File: src/rtl/dump_axis_packer_pkg.sv
// Shared constants, types and helpers for the dump AXI-Stream packer.
// Entry field offsets, beat layout and the control state encoding.
package dump_axis_packer_pkg;

    localparam int REC_WIDTH             = 97;
    localparam int RECS_PER_BEAT         = 5;
    localparam int AXIS_TDATA_WIDTH      = 512;
    localparam int STREAMING_TDEST_WIDTH = 16;
    localparam int IN_WIDTH              = 227;
    localparam int CNT_WIDTH             = 32;

    localparam int LANE0_LSB = 0;
    localparam int LANE1_LSB = 97;
    localparam int VALID_LSB = 194;

    localparam int BEAT_CNT_LSB = 509;
    localparam int BEAT_CNT_W   = 3;
    localparam int SLOTS_W      = REC_WIDTH * RECS_PER_BEAT;
    localparam int PAD_W        = BEAT_CNT_LSB - SLOTS_W;
    localparam int KEEP_W       = AXIS_TDATA_WIDTH / 8;

    localparam logic [BEAT_CNT_W-1:0] FULL_CNT = 3'd5;

    typedef logic [REC_WIDTH-1:0] rec_t;
    typedef logic [RECS_PER_BEAT-1:0][REC_WIDTH-1:0] slots_t;

    typedef enum logic [1:0] {
        IDLE,
        RUN,
        FLUSH,
        LAST
    } state_e;

    // Slot k sits at [97k+96:97k]; record count rides in the top bits.
    function automatic logic [AXIS_TDATA_WIDTH-1:0] pack_beat(
        input slots_t                slots,
        input logic [BEAT_CNT_W-1:0] cnt
    );
        return {cnt, {PAD_W{1'b0}}, slots};
    endfunction

endpackage

File: src/rtl/dump_axis_packer_axis_out_reg.sv
// Single-entry AXI-Stream output register.
// Holds data/last while valid && !ready; reloads on the draining cycle.
module dump_axis_packer_axis_out_reg
    import dump_axis_packer_pkg::*;
(
    input  logic                        clk,
    input  logic                        rst,
    input  logic                        load_i,
    input  logic [AXIS_TDATA_WIDTH-1:0] data_i,
    input  logic                        last_i,
    input  logic                        tready_i,
    output logic                        valid_o,
    output logic [AXIS_TDATA_WIDTH-1:0] data_o,
    output logic                        last_o,
    output logic                        free_o
);

    logic                        valid_q;
    logic [AXIS_TDATA_WIDTH-1:0] data_q;
    logic                        last_q;

    assign free_o  = !valid_q || tready_i;
    assign valid_o = valid_q;
    assign data_o  = data_q;
    assign last_o  = last_q;

    // Load a new beat when free, otherwise drop valid once it transfers.
    always_ff @(posedge clk or posedge rst) begin
        if (rst) begin
            valid_q <= 1'b0;
            data_q  <= '0;
            last_q  <= 1'b0;
        end else if (load_i) begin
            valid_q <= 1'b1;
            data_q  <= data_i;
            last_q  <= last_i;
        end else if (tready_i) begin
            valid_q <= 1'b0;
        end
    end

endmodule

File: src/rtl/dump_axis_packer.sv
// Packs valid lane records from exit-queue entries into 512-bit beats,
// five records per beat, and streams them to the host with a tlast beat.
module dump_axis_packer
    import dump_axis_packer_pkg::*;
(
    input  logic                             clk,
    input  logic                             rst,
    input  logic                             i_dump_start,
    input  logic                             i_dump_flush,
    input  logic [STREAMING_TDEST_WIDTH-1:0] i_dest_id,
    input  logic [IN_WIDTH-1:0]              i_entry,
    input  logic                             i_entry_valid,
    output logic                             o_entry_ready,
    output logic [AXIS_TDATA_WIDTH-1:0]      o_m_axis_k2h_tdata,
    output logic [KEEP_W-1:0]                o_m_axis_k2h_tkeep,
    output logic                             o_m_axis_k2h_tvalid,
    output logic                             o_m_axis_k2h_tlast,
    output logic [STREAMING_TDEST_WIDTH-1:0] o_m_axis_k2h_tdest,
    input  logic                             i_m_axis_k2h_tready,
    output logic [CNT_WIDTH-1:0]             o_rec_count,
    output logic [CNT_WIDTH-1:0]             o_beat_count,
    output logic                             o_busy
);

    state_e                           state_q, state_d;
    slots_t                           acc_q, acc_d;
    logic [BEAT_CNT_W-1:0]            acc_cnt_q, acc_cnt_d;
    logic [STREAMING_TDEST_WIDTH-1:0] dest_q, dest_d;
    logic [CNT_WIDTH-1:0]             rec_q, rec_d;
    logic [CNT_WIDTH-1:0]             beat_q, beat_d;

    logic                             out_valid;
    logic                             out_free;
    logic                             load;
    logic [AXIS_TDATA_WIDTH-1:0]      load_data;
    logic                             load_last;

    logic                             entry_ready;
    logic                             accept;
    logic                             pend_push;
    logic [1:0]                       lane_v;
    logic [RECS_PER_BEAT:0][REC_WIDTH-1:0] merged;
    logic [BEAT_CNT_W-1:0]            merged_cnt;
    logic [BEAT_CNT_W-1:0]            n_recs;
    logic                             unused_entry_bits;

    assign unused_entry_bits = ^i_entry[IN_WIDTH-1:VALID_LSB+2];

    assign lane_v      = i_entry[VALID_LSB +: 2];
    assign pend_push   = (state_q == RUN) && (acc_cnt_q == FULL_CNT) && out_free;
    assign entry_ready = (state_q == RUN)
                       && ((acc_cnt_q <= 3'd3) || out_free);
    assign accept      = i_entry_valid && entry_ready;

    // Append the accepted lanes behind the current accumulator contents.
    // A held full beat that drains this cycle leaves an empty base.
    always_comb begin
        merged     = '0;
        merged_cnt = 3'd0;
        n_recs     = 3'd0;
        if (!pend_push) begin
            merged[RECS_PER_BEAT-1:0] = acc_q;
            merged_cnt                = acc_cnt_q;
        end
        if (accept && lane_v[0]) begin
            merged[merged_cnt] = i_entry[LANE0_LSB +: REC_WIDTH];
            merged_cnt         = merged_cnt + 3'd1;
            n_recs             = n_recs + 3'd1;
        end
        if (accept && lane_v[1]) begin
            merged[merged_cnt] = i_entry[LANE1_LSB +: REC_WIDTH];
            merged_cnt         = merged_cnt + 3'd1;
            n_recs             = n_recs + 3'd1;
        end
    end

    // Control FSM: next state, accumulator, beat loading and counters.
    always_comb begin
        state_d   = state_q;
        acc_d     = acc_q;
        acc_cnt_d = acc_cnt_q;
        dest_d    = dest_q;
        rec_d     = rec_q;
        beat_d    = beat_q + CNT_WIDTH'(out_valid && i_m_axis_k2h_tready);
        load      = 1'b0;
        load_data = '0;
        load_last = 1'b0;
        unique case (state_q)
            IDLE: begin
                if (i_dump_start) begin
                    state_d   = RUN;
                    dest_d    = i_dest_id;
                    acc_d     = '0;
                    acc_cnt_d = '0;
                    rec_d     = '0;
                    beat_d    = '0;
                end
            end
            RUN: begin
                if (pend_push) begin
                    load      = 1'b1;
                    load_data = pack_beat(acc_q, FULL_CNT);
                    acc_d     = merged[RECS_PER_BEAT-1:0];
                    acc_cnt_d = merged_cnt;
                end else if (merged_cnt >= FULL_CNT && out_free) begin
                    load      = 1'b1;
                    load_data = pack_beat(merged[RECS_PER_BEAT-1:0], FULL_CNT);
                    acc_d     = slots_t'({{(SLOTS_W-REC_WIDTH){1'b0}},
                                          merged[RECS_PER_BEAT]});
                    acc_cnt_d = merged_cnt - FULL_CNT;
                end else begin
                    acc_d     = merged[RECS_PER_BEAT-1:0];
                    acc_cnt_d = merged_cnt;
                end
                if (accept) begin
                    rec_d = rec_q + CNT_WIDTH'(n_recs);
                end
                if (i_dump_flush) begin
                    state_d = FLUSH;
                end
            end
            FLUSH: begin
                if (out_free) begin
                    load      = 1'b1;
                    load_data = pack_beat(acc_q, acc_cnt_q);
                    acc_d     = '0;
                    acc_cnt_d = '0;
                    if (acc_cnt_q != FULL_CNT) begin
                        load_last = 1'b1;
                        state_d   = LAST;
                    end
                end
            end
            LAST: begin
                if (out_valid && i_m_axis_k2h_tready) begin
                    state_d = IDLE;
                end
            end
            default: state_d = IDLE;
        endcase
    end

    // State, accumulator, destination and counter registers.
    always_ff @(posedge clk or posedge rst) begin
        if (rst) begin
            state_q   <= IDLE;
            acc_q     <= '0;
            acc_cnt_q <= '0;
            dest_q    <= '0;
            rec_q     <= '0;
            beat_q    <= '0;
        end else begin
            state_q   <= state_d;
            acc_q     <= acc_d;
            acc_cnt_q <= acc_cnt_d;
            dest_q    <= dest_d;
            rec_q     <= rec_d;
            beat_q    <= beat_d;
        end
    end

    dump_axis_packer_axis_out_reg u_out (
        .clk      (clk),
        .rst      (rst),
        .load_i   (load),
        .data_i   (load_data),
        .last_i   (load_last),
        .tready_i (i_m_axis_k2h_tready),
        .valid_o  (out_valid),
        .data_o   (o_m_axis_k2h_tdata),
        .last_o   (o_m_axis_k2h_tlast),
        .free_o   (out_free)
    );

    assign o_entry_ready       = entry_ready;
    assign o_m_axis_k2h_tvalid = out_valid;
    assign o_m_axis_k2h_tkeep  = {KEEP_W{out_valid}};
    assign o_m_axis_k2h_tdest  = dest_q;
    assign o_rec_count         = rec_q;
    assign o_beat_count        = beat_q;
    assign o_busy              = (state_q != IDLE);

endmodule

File: config.mk
export PLATFORM = sky130hd
export DESIGN_NAME = dump_axis_packer
export DESIGN_NICKNAME = d
export VERILOG_FILES = /design/src/rtl/dump_axis_packer_pkg.sv /design/src/rtl/dump_axis_packer_axis_out_reg.sv /design/src/rtl/dump_axis_packer.sv
export SDC_FILE = /design/constraint.sdc
export NUM_CORES = 2
export LEC_CHECK = 0
export ABC_AREA = 1
export BUFFER_PORTS_ARGS = -buffer_cell sky130_fd_sc_hd__buf_4
export CAP_MARGIN = 20
export CORE_AREA = 2 2 396 398
export DETAILED_ROUTE_END_ITERATION = 8
export DIE_AREA = 0 0 398 400
export MAX_ROUTING_LAYER = met4
export PLACE_DENSITY = 0.65
export SLEW_MARGIN = 30
export SYNTH_ARGS = -nofsm -noshare
export SYNTH_HDL_FRONTEND = slang
export SYNTH_SLANG_ARGS = --single-unit
File: constraint.sdc
create_clock -name clk -period 96.9 [get_ports clk]
set_input_delay 14.535 -clock clk [delete_from_list [all_inputs] [get_ports clk]]
set_output_delay 14.535 -clock clk [all_outputs]
set_load 0.005 [all_outputs]
==> metrics.txt <==
routed length per instance=23.8 um; port bufs=853; clk_skew=31.8 ps; Pins Over Slew Limit=0; CTS Hold Buffers Added=0; FF+latch count, synth=~1100; postcts setup bufs=0; Starting Density=44.7%; crit path DAT=15100 ps; R2R depth=20; Residual DRC=0; CTS buffer count=132; fin nets=11500; RSZ-0062 raised after global routing=no; Die Wd=398 um; Max Buffers Root-to-Sink=3; crit end category=output port; share of layout cells above drive strength 1=10.6%; Tightest Pin Transition=1190 ps; clk sink count=1060; largest net degree at the start of global routing=183; Total Routing Usage GR=about two fifths; dpl hpwl=between 200000 and 250000 um; I/O pin count=909; area of the mapped netlist=between 60000 and 70000 sq um; max incr delay on CP=roughly 130 ps; Max Used Layer=met4; post-route ant nets=0; achievable clock frequency=0.0337 GHz; Die Span Y=400 um; post_cts resized=0; worst-path maximum fanout=3; critical path class=in2out; Power Dens Cells=13.6 nW/um^2; first-pass GRT wire length=~470000 um; syn avg cell area=between 6 and 7 sq um; metal3 WL=33300 um; total power=1.09 mW; Mapped Cells=11100; placer congestion estimate=0.928; sum of negative setup slack=0 ps; vias per inst=5.81; r2r setup slk=87990 ps; WP buf/inv=4; Hold Path Class=reg2reg; Core Rows=approximately 150; commonest non-fill, non-tap cell in the layout=nand2_1; Hold Path Cell Cnt=2; Met2 Wirelength=approximately 140000 um; worst-path cell with the longest stage delay=buf_4; number of H-tree levels=4; Final setup viols=0; antenna violations before repair=18; crit start category=primary input; FF-to-FF Start=u_out.valid_o; outcome=complete, no violations; Reg area=26500 sq um; clk slew on worst S/H paths=50 ps; PnR worst setup slack=67260 ps; cells along the critical path=buf_4 > inv_1 > nand3_1 > nand2_1 > inv_1 > buf_4; Max Cap Viol=0; Tmin final=29640 ps; number of global-route vias before repair=70900; Skew-Pair Late Insertion Delay=800 ps; crit-path leading delay family=buffers and inverters; Yosys Warn Count=0; final hold vios=0; area growth from synthesis to layout=15.8%; met1 wire length=115000 um; core area=155000 sq um; sequential share of the synthesized area=38.3%; Worst EP required=82360 ps; DR vias=77900; Slew HR=20.7%; DIE AREA=159000 sq um; reg2reg end=acc_q[132]; dpl ws=67260 ps; drt pass-1 iters=7; most frequent cells in the layout=5206 x nand2_1, 1213 x o21ai_0, 1059 x dfrtp_1; Root Buffer Master=clkbuf_16; CTS tree=done; P_leak=44.6 nW; part of the cycle the worst path needs=a little under a third; GR Overflow Total=0; Post-Layout Cell Count=13400; synth unique cells=41; DR iter-0 viols=9561; area of the multi-input gates=36400 sq um; Cells after DPL=between 10000 and 15000; Fillers=15600; hold path endpoint=u_out.data_o[445]; Hold Startpoint=u_out.data_o[445]; Post-Route WL=319000 um; Peak VDD IR=0.0181 mV
-- state kept, by name, indices dropped and copies added, names as in the netlist --
register,count
acc_cnt_q,3
acc_q,485
o_beat_count,32
o_m_axis_k2h_tdest,16
o_rec_count,32
state_q,2
u_out.data_o,488
u_out.last_o,1
u_out.valid_o,1
-- cell type report --
type | instances | share of cell area, %
diodes | 11 | 0.0343
clock buffers | 195 | 4.89
clock inverters | 38 | 0.709
inverters | 707 | 3.32
multi-input cells | 8386 | 45.4
flip-flops and latches | 1060 | 33.1
well taps | 2058 | 3.21
repair buffers | 965 | 9.40
-- where the power goes --
group | switching (mW) | total, mW | internal (mW)
Combinational | 0.0746 | 0.101 | 0.0268
Clock | 0.212 | 0.529 | 0.317
Sequential | 0.00658 | 0.459 | 0.452
Total | 0.293 | 1.09 | 0.796
-- tightest hold or removal path: stages, from the launching register on --
cell,delay (ps)
dfrtp_1,340
nand2_1,60
nand2_1,50
-- per-stage QoR --
step	util [%]	hold slack (ps)	area [sq um]
final	51.7	475	80200
after global routing	51.7	490	80200
after CTS	51.6	476	80100
after detailed placement	48.7	462	75600
after global placement	48.7	457	75500
after floorplan	-	457	69400
-- Yosys cell counts (all sizes together) --
library cell  instances  share of area [%]
fa                    1              0.029
buf                 352                2.8
o31ai                 3              0.032
a31oi                 4              0.036
nor3b                 1              0.011
o21ai              1383                 10
mux2i                97                1.4
a221oi                2              0.025
o22ai               110               0.99
o221ai                1              0.013
nand3               618                4.5
nand3b                1              0.011
xor2                 11               0.14
inv                 707                3.8
nor3                 53               0.38
xnor2                 4              0.051
o21a                  3              0.032
o211ai                1              0.011
a21oi               189                1.4
nor4                 11              0.099
nand4               209                1.9
ha                   12               0.22
o21bai               35               0.38
nand2              5210                 28
dfrtp              1060                 38
nor2                400                2.2
o211a                 1              0.014
o221a                 1              0.016
conb                  1             0.0054
a211oi                1              0.011
clkbuf              576                3.1
-- layer usage --
layer  track usage (%)  vias to the layer above
met5                 -                        -
met4              34.0                        0
met3              8.42                     1168
met2              58.3                     4695
met1              46.9                    36700
li1                  -                    35300
-- worst max-delay path by stage --
stage	slack, ps	to	from	depth (start not counted)
finish	67260	o_entry_ready	i_m_axis_k2h_tready	6
floorplan	52530	acc_cnt_q[0]	rst	1
CTS	67260	o_entry_ready	i_m_axis_k2h_tready	6
global placement	67260	o_entry_ready	i_m_axis_k2h_tready	6
detailed placement	67260	o_entry_ready	i_m_axis_k2h_tready	6
global route	67220	o_entry_ready	i_m_axis_k2h_tready	6
-- logic make-up (layout without fill, tap and decap cells) --
| kind of cell | after synthesis | after routing | share of synthesized area, % |
|---|---|---|---|
| AND/OR/NAND/NOR | 6503 | 6503 | 37.3 |
| flip-flops | 1060 | 1060 | 38.3 |
| buffers and inverters | 1635 | 1905 | 9.70 |
| AO/OA/AOI/OAI | 1734 | 1734 | 12.9 |
| XOR/XNOR | 15 | 15 | 0.190 |
| adder cells (fa/ha/maj) | 13 | 13 | 0.245 |
| other | 1 | 35 | 0.00541 |
| multiplexers | 97 | 97 | 1.40 |
Note: power is estimated with default switching activity, not from simulation.
